===== src/rtl/mac_seq_ctrl.sv =====
// Tile sequencer for a ROW x COLUMN systolic MAC array: buffers a weight set, issues it,
// streams framed activations, then waits for the tile's last result. Optional: MAC_SEQ_CTRL_PERF_EN.
module mac_seq_ctrl #(
    parameter int DW     = 8,
    parameter int WW     = 8,
    parameter int CW     = 19,
    parameter int ROW    = 8,
    parameter int COLUMN = 6,
    parameter int LW     = 16,
    parameter int TW     = 8
) (
    input  logic                   clk,
    input  logic                   rst,
    input  logic                   start,
    input  logic [LW-1:0]          cfg_len,
    input  logic [TW-1:0]          cfg_tiles,
    output logic                   busy,
    output logic                   done,
    input  logic [COLUMN*WW-1:0]   wt_data,
    input  logic                   wt_valid,
    output logic                   wt_ready,
    input  logic [ROW*DW-1:0]      act_data,
    input  logic                   act_valid,
    output logic                   act_ready,
    output logic [COLUMN*WW-1:0]   mac_w,
    output logic [COLUMN-1:0]      mac_w_en,
    output logic [COLUMN*CW-1:0]   mac_ci,
    output logic [ROW*DW-1:0]      mac_m_data,
    output logic                   mac_m_first,
    output logic                   mac_m_last,
    output logic                   mac_m_valid,
    input  logic                   mac_m_ready,
    input  logic                   mac_s_valid,
    input  logic                   mac_s_last,
    input  logic                   mac_s_ready
`ifdef MAC_SEQ_CTRL_PERF_EN
    ,
    output logic [31:0]            perf_busy,
    output logic [31:0]            perf_stall
`endif
);

    localparam int CNTW = $clog2(ROW + 1);
    localparam int AW   = $clog2(ROW);

    typedef enum logic [2:0] {
        S_IDLE, S_WFILL, S_WISSUE, S_WSETTLE, S_STREAM, S_DRAIN, S_DONE
    } state_t;

    state_t state, next_state;

    logic [COLUMN*WW-1:0] wbuf [ROW];
    logic [CNTW-1:0]      cnt;
    logic [LW-1:0]        bcnt;
    logic [LW-1:0]        len_q;
    logic [TW-1:0]        tile_cnt;
    logic [TW-1:0]        tiles_q;
    logic [COLUMN*WW-1:0] mac_w_q;
    logic [COLUMN-1:0]    mac_w_en_q;

    logic start_ok, cfg_zero, wt_fire, act_fire, s_last_fire;
    logic cnt_last, bcnt_last, tile_last;
    logic [AW-1:0] rd_idx;

    assign start_ok    = (state == S_IDLE) && start;
    assign cfg_zero    = (cfg_len == '0) || (cfg_tiles == '0);
    assign wt_fire     = (state == S_WFILL) && wt_valid;
    assign act_fire    = (state == S_STREAM) && act_valid && mac_m_ready;
    assign s_last_fire = (state == S_DRAIN) && mac_s_valid && mac_s_ready && mac_s_last;
    assign cnt_last    = (cnt == CNTW'(ROW - 1));
    assign bcnt_last   = (bcnt == len_q - LW'(1));
    assign tile_last   = (tile_cnt == tiles_q - TW'(1));
    // Issue runs deepest row first; slot ROW-1 was loaded straight from wt_data on entry.
    assign rd_idx      = AW'(ROW - 2) - cnt[AW-1:0];

    always_ff @(posedge clk) begin
        if (rst) state <= S_IDLE;
        else     state <= next_state;
    end

    always_comb begin
        next_state  = state;
        busy        = (state != S_IDLE);
        done        = 1'b0;
        wt_ready    = 1'b0;
        act_ready   = 1'b0;
        mac_m_valid = 1'b0;
        mac_m_data  = '0;
        mac_m_first = 1'b0;
        mac_m_last  = 1'b0;
        case (state)
            S_IDLE:    if (start) next_state = cfg_zero ? S_DONE : S_WFILL;
            S_WFILL: begin
                wt_ready = 1'b1;
                if (wt_valid && cnt_last) next_state = S_WISSUE;
            end
            S_WISSUE:  if (cnt_last) next_state = S_WSETTLE;
            S_WSETTLE: if (cnt_last) next_state = S_STREAM;
            S_STREAM: begin
                mac_m_valid = act_valid;
                act_ready   = mac_m_ready;
                mac_m_data  = act_data;
                mac_m_first = (bcnt == '0);
                mac_m_last  = bcnt_last;
                if (act_fire && bcnt_last) next_state = S_DRAIN;
            end
            S_DRAIN:   if (s_last_fire) next_state = tile_last ? S_DONE : S_WFILL;
            S_DONE: begin
                done       = 1'b1;
                next_state = S_IDLE;
            end
            default:   next_state = S_IDLE;
        endcase
    end

    always_ff @(posedge clk) begin
        if (wt_fire) wbuf[cnt[AW-1:0]] <= wt_data;
    end

    always_ff @(posedge clk) begin
        if (rst) begin
            cnt        <= '0;
            bcnt       <= '0;
            len_q      <= '0;
            tile_cnt   <= '0;
            tiles_q    <= '0;
            mac_w_q    <= '0;
            mac_w_en_q <= '0;
        end else begin
            case (state)
                S_IDLE: if (start_ok) begin
                    len_q    <= cfg_len;
                    tiles_q  <= cfg_tiles;
                    tile_cnt <= '0;
                    bcnt     <= '0;
                    cnt      <= '0;
                end
                S_WFILL: if (wt_fire) begin
                    if (cnt_last) begin
                        cnt        <= '0;
                        mac_w_q    <= wt_data;
                        mac_w_en_q <= '1;
                    end else begin
                        cnt <= cnt + CNTW'(1);
                    end
                end
                S_WISSUE: begin
                    if (cnt_last) begin
                        cnt        <= '0;
                        mac_w_en_q <= '0;
                    end else begin
                        cnt     <= cnt + CNTW'(1);
                        mac_w_q <= wbuf[rd_idx];
                    end
                end
                S_WSETTLE: cnt <= cnt_last ? '0 : cnt + CNTW'(1);
                S_STREAM: if (act_fire) bcnt <= bcnt_last ? '0 : bcnt + LW'(1);
                S_DRAIN: if (s_last_fire && !tile_last) tile_cnt <= tile_cnt + TW'(1);
                default: ;
            endcase
        end
    end

    assign mac_w    = mac_w_q;
    assign mac_w_en = mac_w_en_q;
    assign mac_ci   = '0;

`ifdef MAC_SEQ_CTRL_PERF_EN
    always_ff @(posedge clk) begin
        if (rst || start_ok) begin
            perf_busy  <= '0;
            perf_stall <= '0;
        end else begin
            if (busy && (perf_busy != '1)) perf_busy <= perf_busy + 32'd1;
            if ((state == S_STREAM) && act_valid && !mac_m_ready && (perf_stall != '1))
                perf_stall <= perf_stall + 32'd1;
        end
    end
`endif

endmodule


===== config.mk =====
export PLATFORM = sky130hd
export DESIGN_NAME = mac_seq_ctrl
export DESIGN_NICKNAME = d
export VERILOG_FILES = /design/src/rtl/mac_seq_ctrl.sv
export SDC_FILE = /design/constraint.sdc
export NUM_CORES = 1
export LEC_CHECK = 0
export CAP_MARGIN = 25
export CORE_MARGIN = 8
export CORE_UTILIZATION = 50
export CTS_BUF_LIST = sky130_fd_sc_hd__clkbuf_8
export CTS_CLUSTER_DIAMETER = 30
export DETAILED_ROUTE_END_ITERATION = 6
export PLACE_DENSITY = 0.77
export SKIP_LAST_GASP = 1
export SYNTH_ARGS = -nofsm -noshare
export SYNTH_HDL_FRONTEND = slang
export SYNTH_SLANG_ARGS = --single-unit
export TNS_END_PERCENT = 100

===== constraint.sdc =====
create_clock -name clk -period 6.98 [get_ports clk]
set_clock_uncertainty 0.1 [all_clocks]
set_input_delay 1.047 -clock clk [delete_from_list [all_inputs] [get_ports clk]]
set_output_delay 1.047 -clock clk [all_outputs]
set_load 0.005 [all_outputs]

==> impl_metrics.csv <==
group,metric,value,unit
status,status,"completed",
clock_tree,cts_tree,"done",
logic_synthesis,async_reset_ff_share,0,%
power,power.total,0.008454,W
clock_tree,clk_pin_slew_worst_paths,0.05,ns
clock_tree,clock_sinks,488,
route,wl,51430,um
floorplanning,rows,75,
final_layout,drive_above_1_share,17.23,%
floorplanning,die_y,221.2,um
timing,slew_headroom,29.01,%
route,wl_met3,4032,um
worst_setup_path,slowest_stage,"nor3b_1",
place,placed_cell_area,23890,um^2
power,pwr-share-clk,40.1,%
logic_synthesis,syn_area,21060,um^2
route,drc,0,
flow_run,cap_violations,0,
hold_path,hold_class,"flop to flop",
logic_synthesis,syn_inst,1441,
floorplanning,core-area,41760,um^2
route,dr.pass1.iters,5,
timing,final_max_slew_viol_count,0,
grt,grt_usage,20.46,%
place,numPortBuffers,269,
hold_path,min_from,"mac_w[34]",
worst_setup_path,rrSetupSlack,3.30,ns
clock_tree,clk_path_buf_depth,3,
final_layout,stdcell_area,26330,um^2
worst_setup_path,required,5.83,ns
logic_synthesis,synth-seq-cells,488,
logic_synthesis,ys_types,60,
logic_synthesis,synth_area_leaders,"edfxtp_1 55%, mux4_2 10%, dfxtp_1 9.9%, buf_4 4.2%, mux2i_1 2.3%",
power,sequentialPowerShare,40.2,%
grt,grt_start_max_net_pins,99,
clock_tree,hold_buffers,0,
final_layout,syn_to_final_growth,25.00,%
clock_tree,ctsResizeCount,0,
worst_setup_path,path_max_fanout,11,
route,wire_per_inst,21.76,um
timing,worst_pin_slew,1.063,ns
route,drtIter0Drc,903,
route,dr_total_vias,13156,
power,power_switching,0.002289,W
logic_synthesis,synth_largest_area_cell,"edfxtp_1",
worst_setup_path,path_class,"flop to output port",
floorplanning,die_w,221.2,um
timing,setup_viol,0,
worst_setup_path,ff2ff_path_depth,10,
power,peakVddDrop,0.2191,mV
worst_setup_path,cpPeakStageDelay,0.88,ns
clock_tree,clkLatencyLatePin,0.65,ns
logic_synthesis,synth_top_cell_area_share,54.75,%
clock_tree,root_buffer,"clkbuf_8",
final_layout,fin_nets,1889,
place,gp_congestion,0.8711,
timing,min_period,5.054,ns
timing,rsz0062_at_grt,"no",
worst_setup_path,path_cells,"inv_1, ha_1, nor3b_1, o2111a_1, o221ai_1, a2111oi_2, nand4_1, nor2_1, clkdlybuf4s50_1",
worst_setup_path,crit_arrival,3.91,ns
power,p_comb_share,19.7,%
power,sw_frac_of_total,27.07,%
timing,max_freq,0.1979,GHz
route,wl_met1,19950,um
floorplanning,start_util,50.44,%
floorplanning,boundaryPins,384,
route,top_layer_used,"met5",
timing,final-hold-violation-count,0,
power,power.density,321.1,nW/um^2
worst_setup_path,cp-end-kind,"output port",
logic_synthesis,syn_area_per_cell,14.62,um^2
place,hpwl,30920,um
power,internal-power,0.006165,W
timing,hold-worst-slack,0.3611,ns
power,leakage,9.053,nW
clock_tree,cts_setup_buffers,0,
logic_synthesis,synth-edff-count,384,
clock_tree,cts_buffers,98,
route,viasPerCell,5.565,
logic_synthesis,ys_seq_area_share,64.63,%
grt,antenna_found_initial,8,
worst_setup_path,crit_end,"mac_m_last",
final_layout,n_fill_cell,2978,
timing,finalCritPeriodShare,72.41,%
grt,grt_pass1_vias,13650,
floorplanning,dieArea,48950,um^2
timing,fin_tns_setup,0,ns
worst_setup_path,reg2reg_to,"mac_w[26]",
grt,grt_pass1_wl,79220,um
clock_tree,htreeDepth,3,
logic_synthesis,synth_warnings,0,
logic_synthesis,synthFlopType,"edfxtp_1",
worst_setup_path,critPathLaunch,"len_q[0]",
grt,grt_overflow,0,
worst_setup_path,start_kind,"flop",
worst_setup_path,timing.rr.start,"cnt[0]",
route,ant_nets,0,
route,met2_length,26170,um
final_layout,fin_util,63.05,%
## sequential cells by signal, indices dropped and copies added, names as in the netlist
name / cells
state: 3
len_q: 16
bcnt: 16
wbuf: 384
cnt: 4
tiles_q: 8
mac_w: 48
mac_w_en: 1
tile_cnt: 8
## critical path, delay by kind of cell (launching register included)
family,cells,cell delay (ns)
DFF,1,0.37
buffers and inverters,2,0.63
and+or+nand+nor,3,1.28
adders and majority gates,1,0.21
AOI/OAI and AO/OA,3,0.81
## how the worst min path moves through the flow
stage	to	slack [ns]	cells past startpoint
finish	mac_w[34]	0.36	1
global route	mac_w[38]	0.38	1
global placement	mac_w[25]	0.35	1
CTS	len_q[14]	0.37	2
floorplan	len_q[14]	0.34	2
detailed placement	mac_w[33]	0.35	1
## per-layer routing
| metal | vias up | track usage (%) |
|---|---|---|
| li1 | 5914 | - |
| met1 | 6562 | 23.96 |
| met2 | 581 | 35.32 |
| met3 | 89 | 5.952 |
| met4 | 10 | 7.942 |
| met5 | - | 0 |
## power groups by stage
stage	Combinational [W]	Clock (W)	Sequential, W
5_1_grt	0.00181	0.00358	0.00342
6_report	0.00166	0.00339	0.00340
2_1_floorplan	0.00114	0	0.00340
4_1_cts	0.00160	0.00345	0.00344
3_3_place_gp	0.00154	0	0.00349
3_5_place_dp	0.00158	0	0.00350
## stage by stage
step,setup WS [ns],instances
final,1.926,2364
after global routing,1.570,2364
after CTS,1.849,2358
after detailed placement,2.577,2174
after global placement,2.656,2172
after floorplan,1.669,1554
## area by class of cell
type                       count  area [um^2]  share of cell area [%]
sequential                   488        13620                   51.73
multi-input combinational    846         6673                   25.34
timing repair buffer         292         2950                   11.21
clock buffer                 114         1569                   5.959
clock inverter                70        790.8                   3.004
tap                          539        674.4                   2.562
inverter                      12        45.04                  0.1711
antenna                        3        7.507                 0.02851
## layout by cell type, fill, tap and decap left out, types with 30 or more instances in the layout
master | synthesis | routed
nand2_1 | 123 | 123
edfxtp_1 | 384 | 384
o2bb2ai_1 | 48 | 48
clkdlybuf4s50_1 | 0 | 269
clkbuf_8 | 0 | 114
nor2_1 | 46 | 39
dfxtp_1 | 104 | 102
o21ai_0 | 64 | 64
mux2i_1 | 48 | 48
and3_1 | 70 | 70
a21oi_1 | 40 | 40
conb_1 | 1 | 114
mux4_2 | 97 | 97
inv_1 | 12 | 30
## cell usage after synthesis (all sizes together) (2+ instances only)
cell type	count
xnor2	29
nor2	46
o21a	3
nand2b	8
and2	4
nand4	11
nand3	15
o21ai	65
a211oi	3
o2111ai	3
nor3b	5
nand2	123
and3b	2
nor2b	4
or4	5
ha	6
nand3b	3
and4	4
a31oi	5
mux4	97
o31ai	4
a21boi	3
a21oi	41
inv	12
o2bb2ai	48
or2	6
clkbuf	69
buf	139
o221ai	2
and3	70
xor2	13
nor3	14
dfxtp	104
edfxtp	384
nor4b	2
a2111oi	2
or3	9
mux2i	48
nor4	17
## kinds of logic (layout without fill, tap and decap cells)
group	Yosys count	count (layout)	share of synthesized area, %
simple gates	349	349	8.495
flops	488	488	64.63
other cells	1	117	0.01780
buf+inv	220	488	6.154
mux	146	146	12.71
compound gates	189	189	5.893
fa+ha+maj	6	6	0.3564
xor+xnor	42	42	1.746
Note: power is estimated with default switching activity, not from simulation.
